**src/rtl/unidade_exibicao.sv**
```systemverilog
// Shows a stored LED sequence one item at a time: each item is lit for
// TEMPO_ON cycles, then dark for TEMPO_OFF cycles, up to address limite.
module unidade_exibicao #(
  parameter int TEMPO_ON  = 1000,
  parameter int TEMPO_OFF = 500
) (
  input  logic       clock,
  input  logic       reset,
  input  logic       iniciar,
  input  logic [3:0] limite,
  input  logic [3:0] dado,
  output logic [3:0] endereco,
  output logic [3:0] leds,
  output logic       exibindo,
  output logic       pronto,
  output logic [3:0] db_estado
);

  typedef enum logic [3:0] {
    INICIAL    = 4'h0,
    PREPARACAO = 4'h3,
    ACENDE     = 4'h5,
    APAGA      = 4'h6,
    PROXIMO    = 4'h7,
    FIM        = 4'hD
  } estado_t;

  localparam logic [31:0] ON_LAST  = 32'(TEMPO_ON - 1);
  localparam logic [31:0] OFF_LAST = 32'(TEMPO_OFF - 1);

  estado_t     estado;
  logic [31:0] timer;

  always_ff @(posedge clock) begin
    if (!reset) begin
      estado   <= INICIAL;
      endereco <= 4'h0;
      timer    <= 32'd0;
    end else begin
      case (estado)
        INICIAL: if (iniciar) estado <= PREPARACAO;
        PREPARACAO: begin
          endereco <= 4'h0;
          timer    <= 32'd0;
          estado   <= ACENDE;
        end
        ACENDE: begin
          if (timer == ON_LAST) begin
            timer  <= 32'd0;
            estado <= APAGA;
          end else begin
            timer <= timer + 32'd1;
          end
        end
        APAGA: begin
          // limite is compared live here, so a change mid-display applies at this point
          if (timer == OFF_LAST) begin
            timer  <= 32'd0;
            estado <= (endereco == limite) ? FIM : PROXIMO;
          end else begin
            timer <= timer + 32'd1;
          end
        end
        PROXIMO: begin
          endereco <= endereco + 4'h1;
          estado   <= ACENDE;
        end
        FIM: if (iniciar) estado <= PREPARACAO;
        default: begin
          timer  <= 32'd0;
          estado <= INICIAL;
        end
      endcase
    end
  end

  // Outputs are pure decodes of the state register; leds passes the memory
  // read straight through so the lit item tracks endereco with no lag.
  always_comb begin
    leds      = 4'h0;
    exibindo  = 1'b0;
    pronto    = 1'b0;
    db_estado = 4'hF;
    case (estado)
      INICIAL:    db_estado = 4'h0;
      PREPARACAO: begin db_estado = 4'h3; exibindo = 1'b1; end
      ACENDE:     begin db_estado = 4'h5; exibindo = 1'b1; leds = dado; end
      APAGA:      begin db_estado = 4'h6; exibindo = 1'b1; end
      PROXIMO:    begin db_estado = 4'h7; exibindo = 1'b1; end
      FIM:        begin db_estado = 4'hD; pronto = 1'b1; end
      default:    db_estado = 4'hF;
    endcase
  end

endmodule

```
**config.mk**
```make
export PLATFORM = sky130hd
export DESIGN_NAME = unidade_exibicao
export DESIGN_NICKNAME = d
export VERILOG_FILES = /design/src/rtl/unidade_exibicao.sv
export SDC_FILE = /design/constraint.sdc
export NUM_CORES = 1
export LEC_CHECK = 0
export ABC_CLOCK_PERIOD_IN_PS = 2800
export BUFFER_PORTS_ARGS = -buffer_cell sky130_fd_sc_hd__clkbuf_2
export CORE_ASPECT_RATIO = 1.4
export CORE_UTILIZATION = 50
export CTS_CLUSTER_DIAMETER = 80
export CTS_CLUSTER_SIZE = 10
export DETAILED_ROUTE_END_ITERATION = 8
export PLACE_DENSITY = 0.68
export SLEW_MARGIN = 10
export SYNTH_ARGS = -nofsm -noshare
export SYNTH_HDL_FRONTEND = slang
export SYNTH_SLANG_ARGS = --single-unit
```
**constraint.sdc**
```tcl
create_clock -name clock -period 2.8 [get_ports clock]
set_input_delay 0.7 -clock clock [delete_from_list [all_inputs] [get_ports clock]]
set_output_delay 0.7 -clock clock [all_outputs]
set_load 0.005 [all_outputs]
```
==> After elaboration in Yosys (flattened, before gate mapping) <==
Index checks and enable logic that the tools add are counted.
{ "totals": {"in_bits": 11, "register_bits": 40, "elab_cells": 36} }
{ "op_classes": {"eq_ne": 11, "addsub": 2, "mux": 13, "n_reduce_logical": 7} }
{ "ops": {"columns": ["operator", "n"], "rows": [
  ["$pmux W32 S3", 1],
  ["$mux W32", 2],
  ["$add A32 B1 Y32 const B", 1],
  ["$eq A32 B10 Y1 const B", 1],
  ["$eq A32 B9 Y1 const B", 1],
  ["$pmux W4 S6", 1],
  ["$mux W4", 5],
  ["$pmux W4 S4", 1],
  ["$eq A4 B3 Y1 const B", 3],
  ["$pmux W4 S2", 1],
  ["$add A4 B1 Y4 const B", 1],
  ["$eq A4 B2 Y1 const B", 1],
  ["$eq A4 B4 Y1", 1],
  ["$eq A4 B4 Y1 const B", 1],
  ["$logic_not A4 Y1", 1],
  ["$ne A2 B2 Y1 const B", 2],
  ["$reduce_or A2 Y1", 2],
  ["$reduce_or A4 Y1", 1],
  ["$reduce_and A3 Y1", 1],
  ["$reduce_or A3 Y1", 1],
  ["$mux W1", 2],
  ["$ne A2 B1 Y1 const B", 1],
  ["$reduce_bool A2 Y1", 1]
]} }

==> Depth between registers and ports, before layout <==
Gate-level depths: netlist of run 1.
{ "logic_depth": {"ltp_word": 4, "depth_mapped": 8} }

==> Worst setup path after synthesis of run 1 <==
No wires, ideal clock.
{ "synth_path": {"path_type": "register to register", "from": "register timer[0]", "to": "register estado[2]", "setup_ps": 79, "setup_slack_ps": 355, "path_stages_with_launch": 8, "arrival_ps": 2366, "path_cell_list": "dfxtp_1 -> ha_1 -> or4bb_1 -> or4_1 -> o21a_1 -> buf_2 -> or3_4 -> a211oi_2"} }
{ "synth_between": {"elab_chain_cells": 3, "word_cells_on_any_way": 5} }
{ "synth_lines": {"columns": ["element", "line_no", "rtl"], "rows": [
  ["from (decl)", "32", "logic [31:0] timer;"],
  ["from (signal assigned)", "52", "timer <= timer + 32'd1;"],
  ["from (signal assigned)", "61", "timer <= timer + 32'd1;"],
  ["$eq A32 B9 Y1 or $eq A32 B10 Y1 (tied branches)", "57, 48", null],
  ["$ne A2 B2 Y1 (no line)", null, null],
  ["$reduce_and A3 Y1 (no line) (*)", null, null],
  ["to (signal assigned)", "59", "estado <= (endereco == limite) ? FIM : PROXIMO;"],
  ["to (decl)", "31", "estado_t estado;"]
]} }
Every way passes the cells marked *; elsewhere a longest branch is shown, timed or not.
A chain may end at the register's enable or synchronous reset.

==> Final worst setup path of run 1 <==
{ "layout_path": {"from": "register estado[2]", "to": "output leds[3]"} }
{ "layout_between": {"elab_chain_cells": 2} }
{ "layout_lines": {"columns": ["element", "line_no", "rtl"], "rows": [
  ["$eq A4 B3 Y1", "84", "case (estado)"],
  ["$mux W4", "84", null],
  ["to (decl)", "13", "output logic [3:0] leds,"]
]} }
No other way between the ends.

==> impl_results.md, run 1 <==
* Setup slack, reg-to-reg at 0.34 ns
* Via count at 2814
* Clock root buffer: clkbuf_8
* Max transition margin at 39.13%
* Commonest non-fill, non-tap cell in the layout: nand2_1
* Vias in the first global route at 2524
* Cells taking the most area after synthesis: dfxtp_1 30%, nand2_1 6.8%, nand3_1 4.9%
* PnR worst setup slack at 0.2811 ns
* Count of final setup violators at 0
* Final Util at 57.84%
* Cell taking the most area after synthesis: dfxtp_1
* CP Class: register to output port
* Post-layout nets at 392
* Post-CTS Setup Bufs at 0
* Deepest clock path buffer count at 2
* Unrepaired setup endpoints after global routing: false
* Asr flop ratio synth at 0%
* Critical Path RT at 2.10 ns
* Worst Setup SP: estado[2]
* Synth top area share at 30.25%
* # hold bufs at CTS at 0
* Final hold viol count at 0
* H-tree lvl count at 2
* R2R depth at 6
* Num CTS Buffers at 5
* Critical Path Max Stage Delay at 0.63 ns
* Top Ports at 25
* Layout cells sized above 1 at 14.21%
* Post-Synthesis Cells at 359
* Ys flop type: dfxtp_1
* Least-Margin Pin Slew at 0.9096 ns
* Max VDD drop at 0.2392 mV
* Final Wtd Congestion at 0.9698
* Largest net degree at the start of global routing at 31
* Post-synth EDFFs at 0
* Row cnt at 31
* Clock Skews at 0.01134 ns
* Worst R2R Start: timer[21]
* Outcome: finished clean
* Syn Nets at 372
* Port Buffers at 24
* Ratio of final minimum period to clock period at 89.96%
* Total power at 1.707 mW
* DRT Pass-1 Iters at 4
* Post-synthesis sequential element count at 40
* Drc violations at 0
* Synth warn at 0
* Initial antenna violation count at 0
* Final antenna-violating net count at 0
* Gr ovfl total at 0
* Fmax at 397.0 MHz
* Slew Viols, Final at 0
* Post-synthesis sequential area ratio at 30.25%
* Setup slack after placement at 0.3669 ns
* Initial DRC count at 180
* # resized after CTS at 0
* Number of max-cap violations at 0
* Detailed Route WL at 7211 um
* Setup TNS at 0 ns
* Die span in y at 88.10 um
* Setup crit end: leds[3]
* Hold WC Path Type: register to register
* Static Leak at 1.034 nW
* Worst Path Arrival at 1.82 ns
* Mapped Avg Cell Area at 7.375 um2
* Critical path endpoint category: output port
* Area Overhead vs Synth at 11.86%
* Worst path cell trace: inv_1 -> nor3b_1 -> buf_4 -> and2_1 -> clkbuf_2
* Worst-Skew Late Latency at 0.30 ns
* Slowest-stage cell, CP: dfxtp_1
* # fillers at 507
* Most frequent cells in the layout: 48 x nand2_1, 40 x dfxtp_1, 26 x nand3_1
* CTS tree: built
* Die W at 63.50 um
* DP HPWL at 5072 um
* Die area at 5594 um2
* Overall global routing resource usage at 27.40%
* Clk slew on worst S/H paths at 0.08 ns
* ANT cells at 0
* Initial core utilization at 51.71%
* Final min period at 2.519 ns
* CP startpoint kind: register
* Via density at 6.309
* Mapped cell area at 2648 um2
* CORE AREA at 5120 um2
* Worst-path fanout max at 15
* Reg2reg end: timer[8]
* Clock sinks at 40
* Synth unique cells at 55
* Pwr Density at 576.2 nW/um2
* Global-route wire length before repair at 11930 um
* Wirelength per Cell at 16.17 um
[how the worst min path moves through the flow]
stage | startpoint | end | depth (start not counted)
floorplan | timer[31] | timer[31] | 2
global placement | timer[1] | timer[1] | 2
detailed placement | timer[1] | timer[1] | 2
CTS | timer[1] | timer[1] | 2
global route | timer[1] | timer[1] | 2
finish | timer[1] | timer[1] | 2
[per-stage QoR]
stage               hold slack [ns]  instances  area, um2
floorplan                    0.4528        359       2648
global placement             0.4637        438       2868
detailed placement           0.4685        438       2868
CTS                          0.4793        446       2962
global route                 0.5047        446       2962
finish                       0.4835        446       2962
[cells by family after synthesis]
group | after synthesis | synth area share, %
AND/OR/NAND/NOR | 174 | 34.64
AO/OA/AOI/OAI | 92 | 23.68
flip-flops | 40 | 30.25
buffers and inverters | 36 | 5.434
XOR/XNOR | 13 | 4.301
multiplexers | 2 | 0.7562
adder cells (fa/ha/maj) | 2 | 0.9450
[per-layer routing]
metal	share of wire (%)	global-route usage, %	routed length [um]
met5	0	0	0
met3	6.7	4.427	486
met4	2.5	13.64	182
met2	50	48.16	3578
met1	41	32.07	2964
[critical path: cells and delay by family, from the launching register on]
family                 cells  cell delay [ns]
buffers and inverters      3             0.50
DFF                        1             0.63
and+or+nand+nor            2             0.38
[cell usage after synthesis, types with 2 or more instances]
| cell type | count |
|---|---|
| nor2b_1 | 4 |
| and2_1 | 11 |
| o21a_1 | 4 |
| o211ai_1 | 8 |
| a211o_1 | 3 |
| nor4_1 | 13 |
| buf_1 | 4 |
| o21ai_0 | 20 |
| nor3_1 | 12 |
| a31oi_1 | 7 |
| or4_1 | 5 |
| o2111ai_1 | 5 |
| nor3b_1 | 2 |
| inv_1 | 6 |
| xnor2_1 | 3 |
| nand4b_1 | 4 |
| nor2_1 | 19 |
| nor4b_1 | 2 |
| and3_1 | 4 |
| or3_1 | 7 |
| a2111o_1 | 3 |
| mux2i_1 | 2 |
| and4_1 | 3 |
| ha_1 | 2 |
| clkbuf_1 | 23 |
| xor2_1 | 10 |
| nand3_1 | 26 |
| a211oi_1 | 3 |
| o22ai_1 | 9 |
| a21oi_1 | 16 |
| nand2_1 | 48 |
| dfxtp_1 | 40 |
| nand4_1 | 9 |
[power by group]
group          internal (mW)  leakage (nW)  switching, mW
clock                  0.200        0.0445          0.210
sequential             0.591         0.323         0.0681
combinational          0.250         0.667          0.386
total                   1.04          1.03          0.664
[layout make-up]
cell class	instances	area [um2]	share of cell area, %
Clock inverter	1	7.507	0.2535
Multi-Input combinational cell	283	1703	57.50
Timing Repair Buffer	42	255.2	8.619
Sequential cell	40	800.8	27.04
Inverter	7	26.28	0.8872
Clock buffer	7	86.33	2.915
Tap cell	66	82.58	2.788
[registers in the layout (all words and copies together) (netlist names)]
name      cells
endereco      4
estado        4
timer        32
Note: power is estimated with default switching activity, not from simulation.
==> run 2, diff against run 1 <==
--- a/config.mk
+++ b/config.mk
@@ -7,13 +7,14 @@
 export LEC_CHECK = 0
 export ABC_CLOCK_PERIOD_IN_PS = 2800
 export BUFFER_PORTS_ARGS = -buffer_cell sky130_fd_sc_hd__clkbuf_2
+export CELL_PAD_IN_SITES_DETAIL_PLACEMENT = 0
+export CELL_PAD_IN_SITES_GLOBAL_PLACEMENT = 1
 export CORE_ASPECT_RATIO = 1.4
-export CORE_UTILIZATION = 50
+export CORE_UTILIZATION = 43
 export CTS_CLUSTER_DIAMETER = 80
 export CTS_CLUSTER_SIZE = 10
 export DETAILED_ROUTE_END_ITERATION = 8
-export PLACE_DENSITY = 0.68
-export SLEW_MARGIN = 10
+export PLACE_DENSITY = 0.78
 export SYNTH_ARGS = -nofsm -noshare
 export SYNTH_HDL_FRONTEND = slang
 export SYNTH_SLANG_ARGS = --single-unit
==> run 2 against run 1 <==
Effect of this change: cell area is 1.9% higher; worst hold slack got worse by 0.0030 ns; non-clock buffer count rose by 5; clock power grew 18%; fmax shrank 4.9%; register-to-register slack worse by 0.19 ns.
==> impl_results.md, run 2 (same netlist as run 1, synthesis figures left out) <==
* Overall global routing resource usage at 24.92%
* Initial core utilization at 44.84%
* Final antenna-violating net count at 0
* Outcome: finished clean
* Deepest clock path buffer count at 2
* ANT cells at 0
* Setup TNS at 0 ns
* Slowest-stage cell, CP: or4_1
* Port Buffers at 24
* Initial antenna violation count at 0
* Final Util at 51.11%
* Post-layout nets at 397
* H-tree lvl count at 2
* Ratio of final minimum period to clock period at 94.59%
* Pwr Density at 599.4 nW/um2
* Layout cells sized above 1 at 15.32%
* Wirelength per Cell at 16.30 um
* CP startpoint kind: register
* Hold WC Path Type: register to register
* CP Buf/Inv Count at 0
* Final min period at 2.648 ns
* Row cnt at 33
* Worst-Skew Late Latency at 0.30 ns
* Die W at 68.32 um
* Clock sinks at 40
* Fmax at 377.6 MHz
* M1 GR Usage at 28.79%
* Initial DRC count at 121
* Worst-path fanout max at 13
* Count of final setup violators at 0
* Final Wtd Congestion at 0.8704
* Hold_sp: timer[1]
* Global-route wire length before repair at 12150 um
* Gr ovfl total at 0
* CP most frequent cell: or4_1
* DP Area at 2910 um2
* Post-Layout Inst Area at 3018 um2
* Drc violations at 0
* Worst path cell trace: or4_1 -> or4_1 -> o21a_1 -> or3_4 -> o31ai_1
* Top Ports at 25
* Delay-heaviest family, CP: simple AND/OR/NAND/NOR gates
* Max VDD drop at 0.2961 mV
* Critical Path Max Stage Delay at 0.59 ns
* CORE AREA at 5904 um2
* Die span in y at 94.84 um
* Largest registers: timer x32, endereco x4, estado x4
* Hold slack at 0.4806 ns
* R2R depth at 5
* Clock Skews at 0.008883 ns
* Largest net degree at the start of global routing at 27
* # hold bufs at CTS at 0
* CTS tree: built
* Hold Path Sink: timer[1]
* GR Util met2 at 44.44%
* DP HPWL at 5249 um
* Worst Setup SP: timer[21]
* DRT Pass-1 Iters at 4
* Via density at 6.191
* # resized after CTS at 0
* GR Layer Usage met3 at 3.986%
* Area Overhead vs Synth at 13.99%
* Number of max-cap violations at 0
* Die area at 6479 um2
* Clk slew on worst S/H paths at 0.08 ns
* Reg2reg end: estado[1]
* Via count at 2817
* Detailed Route WL at 7418 um
* Hold Path Stages at 2
* Least-Margin Pin Slew at 0.6489 ns
* Worst R2R Start: timer[21]
* Most frequent cells in the layout: 48 x nand2_1, 40 x dfxtp_1, 26 x nand3_1
* Clock root buffer: clkbuf_8
* Max reg flops at 32
* Worst Path Arrival at 2.85 ns
* Setup slack, reg-to-reg at 0.15 ns
* Unrepaired setup endpoints after global routing: false
* Gr busiest metal: met2
* Static Leak at 1.073 nW
* Largest reg by FF count: timer
* Critical Path RT at 3.00 ns
* Post-CTS Setup Bufs at 0
* Num CTS Buffers at 5
* Vias in the first global route at 2583
* Slew Viols, Final at 0
* Max transition margin at 56.34%
* Critical path endpoint category: register
* Commonest non-fill, non-tap cell in the layout: nand2_1
* CP Class: register to register
* Final hold viol count at 0
run 2: layout make-up:
| cell class | instances | area (um2) |
|---|---|---|
| sequential | 40 | 800.8 |
| timing repair buffer | 47 | 292.8 |
| tap | 70 | 87.58 |
| multi-input combinational | 283 | 1703 |
| fill | 630 | 2887 |
| clock inverter | 2 | 35.03 |
| inverter | 7 | 26.28 |
| clock buffer | 6 | 72.57 |
run 2: worst max path at each step:
stage                     end  cells past startpoint  slack [ns]
floorplan           estado[2]                      7        0.36
global placement    timer[28]                      5        0.22
detailed placement  timer[28]                      5        0.14
CTS                  timer[4]                      5        0.11
global route        estado[1]                      5       0.003
finish              estado[1]                      5        0.15
run 2: metrics by stage:
stage / std cells / power, mW / setup slack [ns]
2_1_floorplan: 359 / 1.064 / 0.3550
4_1_cts: 455 / 1.819 / 0.1126
3_5_place_dp: 447 / 1.342 / 0.1412
6_report: 455 / 1.809 / 0.1516
5_1_grt: 455 / 1.898 / 0.002994
3_3_place_gp: 447 / 1.338 / 0.2204
run 2: where the power goes:
group          total, mW  switching [mW]  internal (mW)  leakage, nW
Combinational      0.697           0.425          0.272        0.695
Clock              0.483           0.218          0.265       0.0552
Sequential         0.629          0.0374          0.591        0.323
Total               1.81           0.681           1.13         1.07
run 2: metal layers:
layer	share of wire [%]	routed length [um]
met1	42	3124
met2	51	3814
met3	4.1	307
met4	2.3	172
met5	0	0
run 2: worst min-delay path: stages (launching register included):
cell and delay [ns]:
dfxtp_1 0.33, nand2_1 0.06, a21oi_1 0.05
